[config.mk]
export PLATFORM = sky130hd
export DESIGN_NAME = mc_window_datapath
export DESIGN_NICKNAME = d
export VERILOG_FILES = /design/src/rtl/mc_window_datapath.sv
export SDC_FILE = /design/constraint.sdc
export NUM_CORES = 1
export LEC_CHECK = 0
export CORE_MARGIN = 2
export CORE_UTILIZATION = 46
export DETAILED_ROUTE_END_ITERATION = 7
export MAX_ROUTING_LAYER = met4
export PLACE_DENSITY = 0.63
export REMOVE_ABC_BUFFERS = 1
export SLEW_MARGIN = 30
export SYNTH_ARGS = -nofsm -noshare
export SYNTH_HDL_FRONTEND = slang
export SYNTH_SLANG_ARGS = --single-unit
[constraint.sdc]
create_clock -name clk -period 6.5 [get_ports clk]
set_input_delay 1.3 -clock clk [delete_from_list [all_inputs] [get_ports clk]]
set_output_delay 1.3 -clock clk [all_outputs]
set_load 0.005 [all_outputs]
[src/rtl/mc_window_datapath.sv]
// Multi-cycle windowed accumulator datapath with its controller FSM and one shared req/ack memory port.
// Define MCDP_WINDOW_EN to add the register window (wnd) and the WIN instruction.
module mc_window_datapath #(
    parameter int unsigned DW   = 16,
    parameter int unsigned AW   = 12,
    parameter int unsigned NREG = 8
) (
    input  logic          clk,
    input  logic          rst,
    input  logic          start,
    output logic          mem_req,
    output logic          mem_we,
    output logic [AW-1:0] mem_addr,
    output logic [DW-1:0] mem_wdata,
    input  logic [DW-1:0] mem_rdata,
    input  logic          mem_ack,
    output logic [AW-1:0] pc,
    output logic          zero,
    output logic          halted
);
    localparam int unsigned WB = $clog2(NREG);

    localparam logic [3:0] OP_LDA  = 4'h0;
    localparam logic [3:0] OP_STA  = 4'h1;
    localparam logic [3:0] OP_JMP  = 4'h2;
    localparam logic [3:0] OP_BZ   = 4'h3;
    localparam logic [3:0] OP_ALU  = 4'h8;
    localparam logic [3:0] OP_ADDI = 4'hC;
    localparam logic [3:0] OP_WIN  = 4'hE;
    localparam logic [3:0] OP_HALT = 4'hF;

    typedef enum logic [2:0] {
        S_IDLE,
        S_FETCH,
        S_DECODE,
        S_EXEC,
        S_MEM,
        S_HALT
    } state_t;

    state_t          state;
    logic [15:0]     ir;
    logic [DW-1:0]   a;
    logic [DW-1:0]   b;
    logic [DW-1:0]   regs [NREG];

    logic [3:0]      op;
    logic [WB-1:0]   idx_a;
    logic [WB-1:0]   idx_b;
    logic [WB-1:0]   idx_0;
    logic [DW-1:0]   alu_res;
    logic [DW-1:0]   exec_res;
    logic [AW-1:0]   bz_target;
    logic [AW-1:0]   next_pc;

    assign op = ir[15:12];

`ifdef MCDP_WINDOW_EN
    logic [WB-1:0] wnd;
    assign idx_a = WB'(ir[11:10]) + wnd;
    assign idx_b = WB'(ir[9:8]) + wnd;
    assign idx_0 = wnd;
`else
    assign idx_a = WB'(ir[11:10]);
    assign idx_b = WB'(ir[9:8]);
    assign idx_0 = '0;
`endif

    // ALU on the operands latched in DECODE
    always_comb begin
        alu_res = a;
        case (ir[2:0])
            3'd0:    alu_res = a + b;
            3'd1:    alu_res = a - b;
            3'd2:    alu_res = a & b;
            3'd3:    alu_res = a | b;
            3'd4:    alu_res = a ^ b;
            3'd5:    alu_res = ~b;
            3'd6:    alu_res = b;
            default: alu_res = a;
        endcase
        exec_res = (op == OP_ADDI) ? (a + {{(DW-8){ir[7]}}, ir[7:0]}) : alu_res;
    end

    // Branch target keeps the upper bits of the already-incremented PC
    always_comb begin
        bz_target      = pc;
        bz_target[7:0] = ir[7:0];
        next_pc        = pc;
        if (op == OP_JMP) begin
            next_pc = ir[AW-1:0];
        end else if ((op == OP_BZ) && zero) begin
            next_pc = bz_target;
        end
    end

    always_ff @(posedge clk or posedge rst) begin
        if (rst) begin
            state     <= S_IDLE;
            pc        <= '0;
            ir        <= '0;
            a         <= '0;
            b         <= '0;
            zero      <= 1'b0;
            halted    <= 1'b0;
            mem_req   <= 1'b0;
            mem_we    <= 1'b0;
            mem_addr  <= '0;
            mem_wdata <= '0;
`ifdef MCDP_WINDOW_EN
            wnd       <= '0;
`endif
            for (int i = 0; i < int'(NREG); i++) begin
                regs[i] <= '0;
            end
        end else begin
            case (state)
                S_IDLE: begin
                    if (start) begin
                        state    <= S_FETCH;
                        mem_req  <= 1'b1;
                        mem_we   <= 1'b0;
                        mem_addr <= pc;
                    end
                end
                S_FETCH: begin
                    if (mem_ack) begin
                        ir      <= mem_rdata[15:0];
                        pc      <= pc + AW'(1);
                        mem_req <= 1'b0;
                        state   <= S_DECODE;
                    end
                end
                S_DECODE: begin
                    a <= regs[idx_a];
                    b <= regs[idx_b];
                    case (op)
                        OP_LDA, OP_STA: begin
                            state     <= S_MEM;
                            mem_req   <= 1'b1;
                            mem_we    <= (op == OP_STA);
                            mem_addr  <= ir[AW-1:0];
                            mem_wdata <= regs[idx_0];
                        end
                        OP_ALU, OP_ADDI: begin
                            state <= S_EXEC;
                        end
                        OP_HALT: begin
                            state  <= S_HALT;
                            halted <= 1'b1;
                        end
                        default: begin
`ifdef MCDP_WINDOW_EN
                            if (op == OP_WIN) begin
                                wnd <= ir[WB-1:0];
                            end
`endif
                            pc       <= next_pc;
                            state    <= S_FETCH;
                            mem_req  <= 1'b1;
                            mem_we   <= 1'b0;
                            mem_addr <= next_pc;
                        end
                    endcase
                end
                S_EXEC: begin
                    regs[idx_a] <= exec_res;
                    zero        <= (exec_res == '0);
                    state       <= S_FETCH;
                    mem_req     <= 1'b1;
                    mem_we      <= 1'b0;
                    mem_addr    <= pc;
                end
                S_MEM: begin
                    if (mem_ack) begin
                        if (!mem_we) begin
                            regs[idx_0] <= mem_rdata;
                        end
                        state    <= S_FETCH;
                        mem_req  <= 1'b1;
                        mem_we   <= 1'b0;
                        mem_addr <= pc;
                    end
                end
                S_HALT: begin
                    state <= S_HALT;
                end
                default: begin
                    state   <= S_IDLE;
                    mem_req <= 1'b0;
                end
            endcase
        end
    end
endmodule
==> metrics.log, run 1 <==
INFO  metric worstPathArrival = 5.19 ns
INFO  metric final_max_tran_viols = 0
INFO  metric reg2reg_from = ir[2]
INFO  metric cts-root-to-sink-buffers = 2
INFO  metric number_of_clock_sinks_seen_by_cts = 159
INFO  metric synth-xor-area-share = 3.08%
INFO  metric post-synth-top-count-cell = dfrtp_1
INFO  metric worstHoldStart = halted
INFO  metric vdd.ir_drop.worst = 0.157 mV
INFO  metric powerDensity = 168 nW/um2
INFO  metric htreeDepth = 4
INFO  metric finalHoldViolations = 0
INFO  metric timing.critical_path.from_type = flop
INFO  metric synthDistinctLibCells = 79
INFO  metric run_status = finished, final reports clean
INFO  metric routed_wirelength = 31000 um
INFO  metric synth_simple_gate_area_share = 11.7%
INFO  metric final_cycle_share = 74.4%
INFO  metric synthCells = 1062
INFO  metric dieHeight = 155 um
INFO  metric maximum_clock_frequency = 0.207 GHz
INFO  metric fp.dieW = 155 um
INFO  metric cts-buffers-inserted = 17
INFO  metric setup-violations-final = 0
INFO  metric max-slew-margin-rel = 35.6%
INFO  metric numPortBuffers = 63
INFO  metric grt.total_usage = 27.5%
INFO  metric worst_ep_required_time = 6.86 ns
INFO  metric hpwl_after_detailed_placement = 21200 um
INFO  metric post_synth_fa_ha_maj_area_fraction = 8.00%
INFO  metric postRouteAntennaNets = 0
INFO  metric drc_errors = 0
INFO  metric synth_area = 10500 um2
INFO  metric dominant_synthesized_flop_cell = dfrtp_1
INFO  metric rsz0062_at_grt = false
INFO  metric fin_total_pwr = 2020 uW
INFO  metric vias = 8656
INFO  metric gpl.final_weighted_congestion = 0.947
INFO  metric firstDrtPassIters = 6
INFO  metric fin_hold_ws = 0.481 ns
INFO  metric pin_count_of_the_biggest_net_entering_global_routing = 72
INFO  metric detail_route.iter0.violations = 826
INFO  metric top_level_ports = 64
INFO  metric yosysTopAreaCell = dfrtp_1
INFO  metric cp-startpoint = ir[2]
INFO  metric grt_antenna_before_repair = 0
INFO  metric synth_sequential_area_ratio = 37.8%
INFO  metric vias_in_the_first_global_route = 8516
INFO  metric skew = 0.0122 ns
INFO  metric hp-class = reg2reg
INFO  metric fillerInstances = 2054
INFO  metric placeableCoreArea = 22600 um2
INFO  metric fin_nets = 1191
INFO  metric leakage = 0.00524 uW
INFO  metric via_cell_ratio = 6.17
INFO  metric number_of_enable_flip_flop_cells_after_synthesis = 0
INFO  metric drive_above_1_share = 16.4%
INFO  metric diodes = 0
INFO  metric initial_core_util = 46.6%
INFO  metric worstSetupPathType = reg2reg
INFO  metric cts_hold_buffers = 0
INFO  metric main_combinational_cell_family_by_area_after_synthesis = compound AO/OA/AOI/OAI gates
INFO  metric synth_top_cells_by_area = dfrtp_1, ha_1, mux2_2
INFO  metric end_kind = flop
INFO  metric worst_r2r_path_depth = 15
INFO  metric synthMuxAreaShare = 15.4%
INFO  metric post_drt_wl_per_cell = 22.1 um
INFO  metric synth.ff_latch_count = 159
INFO  metric synth_top_cell_area_share = 37.8%
INFO  metric postCtsSetupBuffers = 0
INFO  metric syn2layout_area_growth = 14.2%
INFO  metric first_pass_grt_wire_length = 49500 um
INFO  metric drv_cap = 0
INFO  metric avgSynthCellArea = 9.90 um2
INFO  metric tritoncts = done
INFO  metric globalRouteOverflowTotal = 0
INFO  metric insertion_delay = 0.44 ns
INFO  metric share_of_the_synthesized_area_in_compound_gates_ao_oa_aoi_oai = 19.8%
INFO  metric clkTransAtPathRegs = 0.06 ns
INFO  metric post_synth_most_frequent_cells = dfrtp_1, o21ai_0, nand2_1
INFO  metric critPathMaxFanout = 23
INFO  metric design.die.area = 24100 um2
INFO  metric async_reset_ff_share = 100%
INFO  metric cts.root.buffer_cell = clkbuf_16
INFO  metric postCtsResizedCells = 0
INFO  metric yosysWarningCount = 0
INFO  metric fp-row-count = 55
INFO  metric period_minus_slack = 4.83 ns
INFO  metric timing_worst_slew_pin_value = 0.959 ns
INFO  metric min_path_cells = 1
==> report_power, final <==
part	switching (uW)	leakage, uW	internal, uW
Combinational	25.4	0.00278	13.2
Sequential	0	0.00219	989
Clock	439	0.000271	550
Total	464	0.00524	1550
==> kinds of logic after synthesis <==
| kind of cell | Yosys count |
|---|---|
| compound gates | 319 |
| xor+xnor | 37 |
| fa+ha+maj | 66 |
| buf+inv | 105 |
| flops | 159 |
| mux | 113 |
| simple gates | 263 |
==> flip-flops by register name (all words and copies together) (netlist names), 3 cells and up <==
| name | cells |
|---|---|
| mem_addr | 12 |
| state | 3 |
| ir | 16 |
| pc | 12 |
| b | 16 |
| a | 16 |
| mem_wdata | 16 |
| regs | 64 |
==> area by class of cell <==
type / count / area (um2) / share of cell area [%]
multi-input combinational: 798 / 6120 / 51.0
clock buffer: 20 / 457 / 3.80
clock inverter: 11 / 109 / 0.907
timing repair buffer: 84 / 808 / 6.73
sequential: 159 / 3980 / 33.1
tap: 285 / 357 / 2.97
inverter: 45 / 174 / 1.45
==> through the flow <==
stage	setup WS, ns	cell area (um2)	TNS (ns)	utilization [%]	instances
after CTS	1.76	12000	0	53.0	1401
after global routing	1.30	12000	0	53.2	1402
final	1.67	12000	0	53.2	1402
after global placement	1.94	11400	0	50.5	1370
after detailed placement	1.75	11400	0	50.5	1370
after floorplan	-0.332	10200	-5.31	-	1002
==> cells in the final DEF (no fill, tap or decap), drive strengths merged, types with 14 or more instances in the layout <==
cell type / n
inv: 48
mux2: 65
mux4: 32
mux2i: 16
nand2: 88
dfrtp: 159
ha: 64
a21oi: 75
o22ai: 20
xnor2: 27
nor2: 79
a31oi: 14
o21ai: 105
clkbuf: 20
and3: 14
clkdlybuf4s50: 63
buf: 21
a22oi: 25
nand3: 20
==> final timing paths <==
| path | slack (ns) | endpoint |
|---|---|---|
| min in group asynchronous | 1.23 | mem_addr[9] |
| worst max-delay path | 1.67 | regs[126] |
| worst min-delay path | 0.48 | halted |
| worst min register to register | 0.48 | halted |
| max in group asynchronous | 4.23 | regs[121] |
| worst max register to register | 1.67 | regs[126] |
==> layer usage <==
metal / global-route usage, % / vias to the layer above / wire [um]
li1: - / 4024 / -
met2: 40.9 / 289 / 14000
met3: 5.10 / 47 / 2000
met1: 38.7 / 4296 / 14300
met5: - / - / 0
met4: 8.21 / 0 / 697
==> critical path: stages (launching register included) <==
cell and delay (ns):
dfrtp_1 0.58, inv_2 0.50, nand2_1 0.36, nor2_1 0.58, nor2_1 0.11, xnor2_1 0.15
ha_1 0.36, nor2b_1 0.18, o31a_1 0.29, o211ai_2 0.20, nand2_1 0.08, a311oi_1 0.40
mux2i_1 0.25, a2bb2oi_1 0.42, a22oi_1 0.13, a21oi_1 0.16
Note: power is estimated with default switching activity, not from simulation.
==> inputs of run 2 (changes only) <==
==> constraint.sdc (replaced) <==
create_clock -name clk -period 4.65 [get_ports clk]
set_input_delay 0.93 -clock clk [delete_from_list [all_inputs] [get_ports clk]]
set_output_delay 0.93 -clock clk [all_outputs]
set_load 0.005 [all_outputs]
==> run 2 against run 1 <==
Net effect:
- total power increased by 46%
- clock power rose by 53%
- critical path type unchanged
- clock skew up 0.0027 ns
- critical endpoint is now zero
- critical path depth down 1
- combinational power rose by 38%
- worst setup slack lost 1.0 ns
- register-to-register slack worse by 1.0 ns
- largest cell class unchanged
==> metrics.log, run 2 (synthesis results as in run 1) <==
INFO  metric run_status = finished, final reports clean (unchanged)
INFO  metric dieHeight = 155 um (unchanged)
INFO  metric top_level_ports = 64 (unchanged)
INFO  metric layout.cell_area.non_filler = 12100 um2 (was 12000 um2)
INFO  metric fp.dieW = 155 um (unchanged)
INFO  metric postCtsResizedCells = 0 (unchanged)
INFO  metric worst_r2r_path_depth = 14 (was 15)
INFO  metric worstSetupPathType = reg2reg (unchanged)
INFO  metric placeableCoreArea = 22600 um2 (unchanged)
INFO  metric vias_in_the_first_global_route = 8525 (was 8516)
INFO  metric worst_ep_required_time = 5.00 ns (was 6.86 ns)
INFO  metric instance_area_at_placement = 11500 um2 (was 11400 um2)
INFO  metric rsz0062_at_grt = false (unchanged)
INFO  metric timing.critical_path.slowest_stage_cell = o31ai_2 (was dfrtp_1)
INFO  metric post_drt_wl_per_cell = 22.1 um (about the same)
INFO  metric tritoncts = done (unchanged)
INFO  metric cts_hold_buffers = 0 (unchanged)
INFO  metric fp-row-count = 55 (unchanged)
INFO  metric cts-root-to-sink-buffers = 2 (unchanged)
INFO  metric grt.total_usage = 27.4% (was 27.5%)
INFO  metric via_cell_ratio = 6.15 (was 6.17)
INFO  metric firstDrtPassIters = 5 (was 6)
INFO  metric insertion_delay = 0.44 ns (about the same)
INFO  metric dp_cells = 1377 (was 1370)
INFO  metric final_cycle_share = 86.5% (was 74.4%)
INFO  metric period_minus_slack = 4.02 ns (was 4.83 ns)
INFO  metric layout_commonest_cell = dfrtp_1 (unchanged)
INFO  metric setup-violations-final = 0 (unchanged)
INFO  metric drc_errors = 0 (unchanged)
INFO  metric detail_route.iter0.violations = 826 (unchanged)
INFO  metric max-slew-margin-rel = 36.5% (was 35.6%)
INFO  metric critical-path-top-cell-by-count = nor4_1
INFO  metric diodes = 0 (unchanged)
INFO  metric critical-path-top-delay-family = compound AO/OA/AOI/OAI gates (unchanged)
INFO  metric vdd.ir_drop.worst = 0.230 mV (was 0.157 mV)
INFO  metric end_kind = flop (unchanged)
INFO  metric gpl.final_weighted_congestion = 0.935 (was 0.947)
INFO  metric powerDensity = 243 nW/um2 (was 168 nW/um2)
INFO  metric largest-register = regs (unchanged)
INFO  metric critical-path-max-stage-delay = 0.49 ns (was 0.58 ns)
INFO  metric finalNonFillerCells = 1409 (was 1402)
INFO  metric postRouteAntennaNets = 0 (unchanged)
INFO  metric finalHoldViolations = 0 (unchanged)
INFO  metric min_to = mem_addr[4] (was halted)
INFO  metric first_pass_grt_wire_length = 49300 um (was 49500 um)
INFO  metric final_max_tran_viols = 0 (unchanged)
INFO  metric htreeDepth = 4 (unchanged)
INFO  metric timing.critical_path.from_type = flop (unchanged)
INFO  metric min_path_cells = 2 (was 1)
INFO  metric leakage = 0.00530 uW (was 0.00524 uW)
INFO  metric reg2reg_from = b[2] (was ir[2])
INFO  metric cts.root.buffer_cell = clkbuf_16 (unchanged)
INFO  metric hpwl_after_detailed_placement = 21900 um (was 21200 um)
INFO  metric postCtsSetupBuffers = 0 (unchanged)
INFO  metric numPortBuffers = 63 (unchanged)
INFO  metric drv_cap = 0 (unchanged)
INFO  metric fin_nets = 1197 (was 1191)
INFO  metric routed_wirelength = 31100 um (was 31000 um)
INFO  metric number_of_flip_flops_in_the_largest_register = 64 (unchanged)
INFO  metric globalRouteOverflowTotal = 0 (unchanged)
INFO  metric internal_reg_to_reg_setup_slack = 0.63 ns (was 1.67 ns)
INFO  metric timing_worst_slew_pin_value = 0.944 ns (was 0.959 ns)
INFO  metric number_of_clock_sinks_seen_by_cts = 159 (unchanged)
INFO  metric worstPathArrival = 4.37 ns (was 5.19 ns)
INFO  metric hp-class = reg2reg (unchanged)
INFO  metric final_core_util = 53.6% (was 53.2%)
INFO  metric maximum_clock_frequency = 0.249 GHz (was 0.207 GHz)
INFO  metric cts-buffers-inserted = 17 (unchanged)
INFO  metric critPathMaxFanout = 6 (was 23)
INFO  metric drive_above_1_share = 16.9% (was 16.4%)
INFO  metric initial_core_util = 46.6% (unchanged)
INFO  metric skew = 0.0149 ns (was 0.0122 ns)
INFO  metric critical_path.cell_chain = nor4_1, nand2_1, o31ai_1, xnor2_1, ha_1, a21o_1, a2111oi_4, and3_2, o21ai_0, a21oi_1, nor4_1, o31ai_2, nand4bb_1, o21ai_1 (was inv_2, nand2_1, nor2_1, nor2_1, xnor2_1, ha_1, nor2b_1, o31a_1, o211ai_2, nand2_1, a311oi_1, mux2i_1, a2bb2oi_1, a22oi_1, a21oi_1)
INFO  metric syn2layout_area_growth = 15.0% (was 14.2%)
INFO  metric worstHoldStart = mem_addr[4] (was halted)
INFO  metric grt_antenna_before_repair = 0 (unchanged)
INFO  metric timing.rr.end = zero (was regs[126])
INFO  metric layout.cells.most_common_list = dfrtp_1, o21ai_0, nand2_1 (unchanged)
INFO  metric worstPathBufferInverterCount = 0 (was 1)
INFO  metric pin_count_of_the_biggest_net_entering_global_routing = 100 (was 72)
INFO  metric vias = 8672 (was 8656)
INFO  metric design.die.area = 24100 um2 (unchanged)
INFO  metric clkTransAtPathRegs = 0.07 ns (was 0.06 ns)
## run 2: cell types whose count changed in the layout (fill, tap and decap cells not counted), sizes merged
cell	delta
inv	+2
clkinvlp	-1
clkbuf	-2
bufinv	+2
buf	+6
## run 2: layer usage
| layer | track usage (%) | routed length [um] |
|---|---|---|
| met1 | 39.1 | 14600 |
| met2 | 40.5 | 13700 |
| met3 | 4.29 | 1790 |
| met4 | 8.82 | 911 |
| met5 | - | 0 |
## run 2: cell type report
type	instances	area [um2]
Timing Repair Buffer	90	846
Fill cell	2014	10500
Sequential cell	159	3980
Clock buffer	18	439
Inverter	45	176
Multi-Input combinational cell	798	6120
Clock inverter	14	178
Tap cell	285	357
## run 2: worst max-delay path by stage
stage	from	endpoint	slack [ns]	cells past startpoint
2_1_floorplan	state[2]	mem_wdata[0]	-2.18	3
3_3_place_gp	b[2]	zero	0.82	14
3_5_place_dp	b[2]	zero	0.80	14
4_1_cts	b[2]	zero	0.75	14
5_1_grt	ir[2]	regs[126]	0.46	14
6_report	b[2]	zero	0.63	14
## run 2: worst min-delay path: cells and delay by family, from the launching register on
family             cells  cell delay (ns)
and+or+nand+nor        1             0.04
DFF                    1             0.34
AOI/OAI and AO/OA      1             0.06
## run 2: stage by stage
stage               TNS [ns]  worst slack (ns)  total power [uW]  hold WS, ns
floorplan            -178.66             -2.18              1430        0.461
global placement           0             0.816              1460        0.468
detailed placement         0             0.802              1460        0.465
CTS                        0             0.746              2970        0.489
global route               0             0.461              3020        0.513
finish                     0             0.628              2940        0.481
## run 2: power breakdown
part	switching (uW)	total, uW	internal [uW]
combinational	35.6	53.0	17.3
sequential	0	1380	1380
clock	635	1510	870
total	671	2940	2270
==> inputs of run 3 (changes only) <==
--- a/config.mk
+++ b/config.mk
@@ -6,10 +6,10 @@
 export NUM_CORES = 1
 export LEC_CHECK = 0
 export CORE_MARGIN = 2
-export CORE_UTILIZATION = 46
+export CORE_UTILIZATION = 40
 export DETAILED_ROUTE_END_ITERATION = 7
 export MAX_ROUTING_LAYER = met4
-export PLACE_DENSITY = 0.63
+export PLACE_DENSITY = 0.56
 export REMOVE_ABC_BUFFERS = 1
 export SLEW_MARGIN = 30
 export SYNTH_ARGS = -nofsm -noshare
==> run 3 against run 2 <==
Net effect:
- flip-flop and latch count stayed put
- design area rose by 0.39%
- cell count rose by 3.5%
- register-to-register slack improved by 0.09 ns
- via count is 0.51% lower
==> metrics.log, run 3 (synthesis results as in run 1) <==
INFO  metric grt.total_usage = 24.2% (was 27.4%)
INFO  metric run_status = finished, final reports clean (unchanged)
INFO  metric timing.critical_path.from_type = flop (unchanged)
INFO  metric logic_gate_share_of_total_power = 1.8% (about the same)
INFO  metric clkTransAtPathRegs = 0.08 ns (was 0.07 ns)
INFO  metric dieHeight = 166 um (was 155 um)
INFO  metric gpl.final_weighted_congestion = 0.957 (was 0.935)
INFO  metric worstSetupPathType = reg2reg (unchanged)
INFO  metric initial_core_util = 40.6% (was 46.6%)
INFO  metric power.internal = 2260 uW (was 2270 uW)
INFO  metric insertion_delay = 0.44 ns (about the same)
INFO  metric diodes = 0 (unchanged)
INFO  metric tritoncts = done (unchanged)
INFO  metric final_cycle_share = 84.5% (was 86.5%)
INFO  metric fin_setup_tns = 0 ns (unchanged)
INFO  metric routed_wirelength = 31900 um (was 31100 um)
INFO  metric postRouteAntennaNets = 0 (unchanged)
INFO  metric drive_above_1_share = 16.9% (unchanged)
INFO  metric via_cell_ratio = 5.91 (was 6.15)
INFO  metric grt_antenna_before_repair = 0 (unchanged)
INFO  metric cts.root.buffer_cell = clkbuf_16 (unchanged)
INFO  metric layout.cells.most_common_list = dfrtp_1, o21ai_0, nand2_1 (unchanged)
INFO  metric max-slew-margin-rel = 34.3% (was 36.5%)
INFO  metric clock_power_share = 50.8% (was 51.2%)
INFO  metric syn2layout_area_growth = 15.5% (was 15.0%)
INFO  metric design.die.area = 27600 um2 (was 24100 um2)
INFO  metric worstPathArrival = 4.29 ns (was 4.37 ns)
INFO  metric leakage = 0.00529 uW (was 0.00530 uW)
INFO  metric vdd.ir_drop.worst = 0.223 mV (was 0.230 mV)
INFO  metric powerDensity = 241 nW/um2 (was 243 nW/um2)
INFO  metric fin_hold_ws = 0.476 ns (was 0.481 ns)
INFO  metric post_drt_wl_per_cell = 21.9 um (was 22.1 um)
INFO  metric setup-violations-final = 0 (unchanged)
INFO  metric detail_route.iter0.violations = 670 (was 826)
INFO  metric fp.dieW = 166 um (was 155 um)
INFO  metric hpwl_after_detailed_placement = 22600 um (was 21900 um)
INFO  metric drv_cap = 0 (unchanged)
INFO  metric maximum_clock_frequency = 0.254 GHz (was 0.249 GHz)
INFO  metric first_pass_grt_wire_length = 50600 um (was 49300 um)
INFO  metric worst_r2r_path_depth = 15 (was 14)
INFO  metric globalRouteOverflowTotal = 0 (unchanged)
INFO  metric number_of_clock_sinks_seen_by_cts = 159 (unchanged)
INFO  metric timing_worst_slew_pin_value = 0.978 ns (was 0.944 ns)
INFO  metric firstDrtPassIters = 8 (was 5)
INFO  metric drc_errors = 0 (unchanged)
INFO  metric finalHoldViolations = 0 (unchanged)
INFO  metric top_level_ports = 64 (unchanged)
INFO  metric hp-class = reg2reg (unchanged)
INFO  metric final_max_tran_viols = 0 (unchanged)
INFO  metric p_sw = 658 uW (was 671 uW)
INFO  metric vias_in_the_first_global_route = 8527 (was 8525)
INFO  metric worst_ep_required_time = 5.01 ns (was 5.00 ns)
INFO  metric fillerInstances = 2480 (was 2014)
INFO  metric min_path_cells = 2 (unchanged)
INFO  metric postCtsSetupBuffers = 0 (unchanged)
INFO  metric postCtsResizedCells = 0 (unchanged)
INFO  metric cts-root-to-sink-buffers = 2 (unchanged)
INFO  metric largest-register = regs (unchanged)
INFO  metric layout_commonest_cell = dfrtp_1 (unchanged)
INFO  metric rsz0062_at_grt = false (unchanged)
INFO  metric numPortBuffers = 63 (unchanged)
INFO  metric htreeDepth = 4 (unchanged)
INFO  metric fp-row-count = 59 (was 55)
INFO  metric placeableCoreArea = 25900 um2 (was 22600 um2)
INFO  metric end_kind = flop (unchanged)
INFO  metric instance_area_at_placement = 11500 um2 (about the same)
INFO  metric final_core_util = 46.9% (was 53.6%)
INFO  metric cts-buffers-inserted = 17 (unchanged)
INFO  metric period_minus_slack = 3.93 ns (was 4.02 ns)
INFO  metric fin_nets = 1197 (unchanged)
INFO  metric seq_power_share = 47.3% (was 47.0%)
INFO  metric pin_count_of_the_biggest_net_entering_global_routing = 90 (was 100)
INFO  metric cts_hold_buffers = 0 (unchanged)
INFO  metric critPathMaxFanout = 8 (was 6)
INFO  metric skew = 0.0158 ns (was 0.0149 ns)
INFO  metric vias = 8628 (was 8672)
INFO  metric layout.cell_area.non_filler = 12100 um2 (about the same)
INFO  metric number_of_flip_flops_in_the_largest_register = 64 (unchanged)
INFO  metric switching_share = 22.5% (was 22.8%)
## run 3: cell count changes in the layout (fill, tap and decap cells not counted)
cell	delta
inv_6	+1
dfrtp_2	+1
inv_8	-3
dfrtp_1	-1
clkbuf_1	+1
clkinv_2	+1
## run 3: per-stage QoR
| stage | power [uW] | worst slack (ns) | cells |
|---|---|---|---|
| 2_1_floorplan | 1430 | -2.18 | 1002 |
| 3_3_place_gp | 1460 | 0.913 | 1427 |
| 3_5_place_dp | 1460 | 0.798 | 1427 |
| 4_1_cts | 2950 | 0.781 | 1459 |
| 5_1_grt | 3000 | 0.444 | 1459 |
| 6_report | 2920 | 0.720 | 1459 |
## run 3: routing by layer
layer | up-vias | wire [um] | GRT usage [%]
met1 | 4329 | 15400 | 34.3
li1 | 4028 | - | -
met2 | 219 | 14200 | 35.9
met4 | 0 | 833 | 7.98
met3 | 52 | 1470 | 3.53
met5 | - | 0 | -
## run 3: worst paths after layout
path                                 end        start  slack (ns)
setup / recovery               regs[126]        ir[2]        0.72
hold / removal               mem_addr[5]  mem_addr[5]        0.48
setup reg to reg               regs[126]        ir[2]        0.72
hold reg to reg              mem_addr[5]  mem_addr[5]        0.48
max in group asynchronous  mem_wdata[15]          rst        2.78
min in group asynchronous   mem_addr[11]          rst        1.01
## run 3: worst max-delay path, cell delays in order (launching register included)
cell,delay [ns]
dfrtp_1,0.45
inv_2,0.08
nand2_1,0.06
nor2_1,0.44
nor2_1,0.12
xnor2_1,0.15
ha_1,0.34
nor2b_1,0.16
o31a_1,0.30
o211ai_2,0.20
nand2_1,0.09
a311oi_1,0.43
mux2i_1,0.25
a2bb2oi_1,0.48
a22oi_1,0.13
a21oi_1,0.16
## run 3: power by group through the flow
stage / clock network, uW / logic [uW] / registers [uW]
after floorplan: 0 / 21.0 / 1410
after detailed placement: 0 / 55.3 / 1410
after global routing: 1560 / 59.9 / 1380
after CTS: 1510 / 55.4 / 1380
after global placement: 0 / 55.5 / 1410
final: 1480 / 53.0 / 1380
## run 3: final cells by class
class | instances | area [um2] | area share, %
Multi-Input combinational cell | 798 | 6120 | 50.4
Sequential cell | 159 | 3980 | 32.8
Timing Repair Buffer | 90 | 846 | 6.97
Clock buffer | 19 | 443 | 3.65
Tap cell | 335 | 419 | 3.45
Inverter | 45 | 174 | 1.43
Clock inverter | 13 | 160 | 1.32
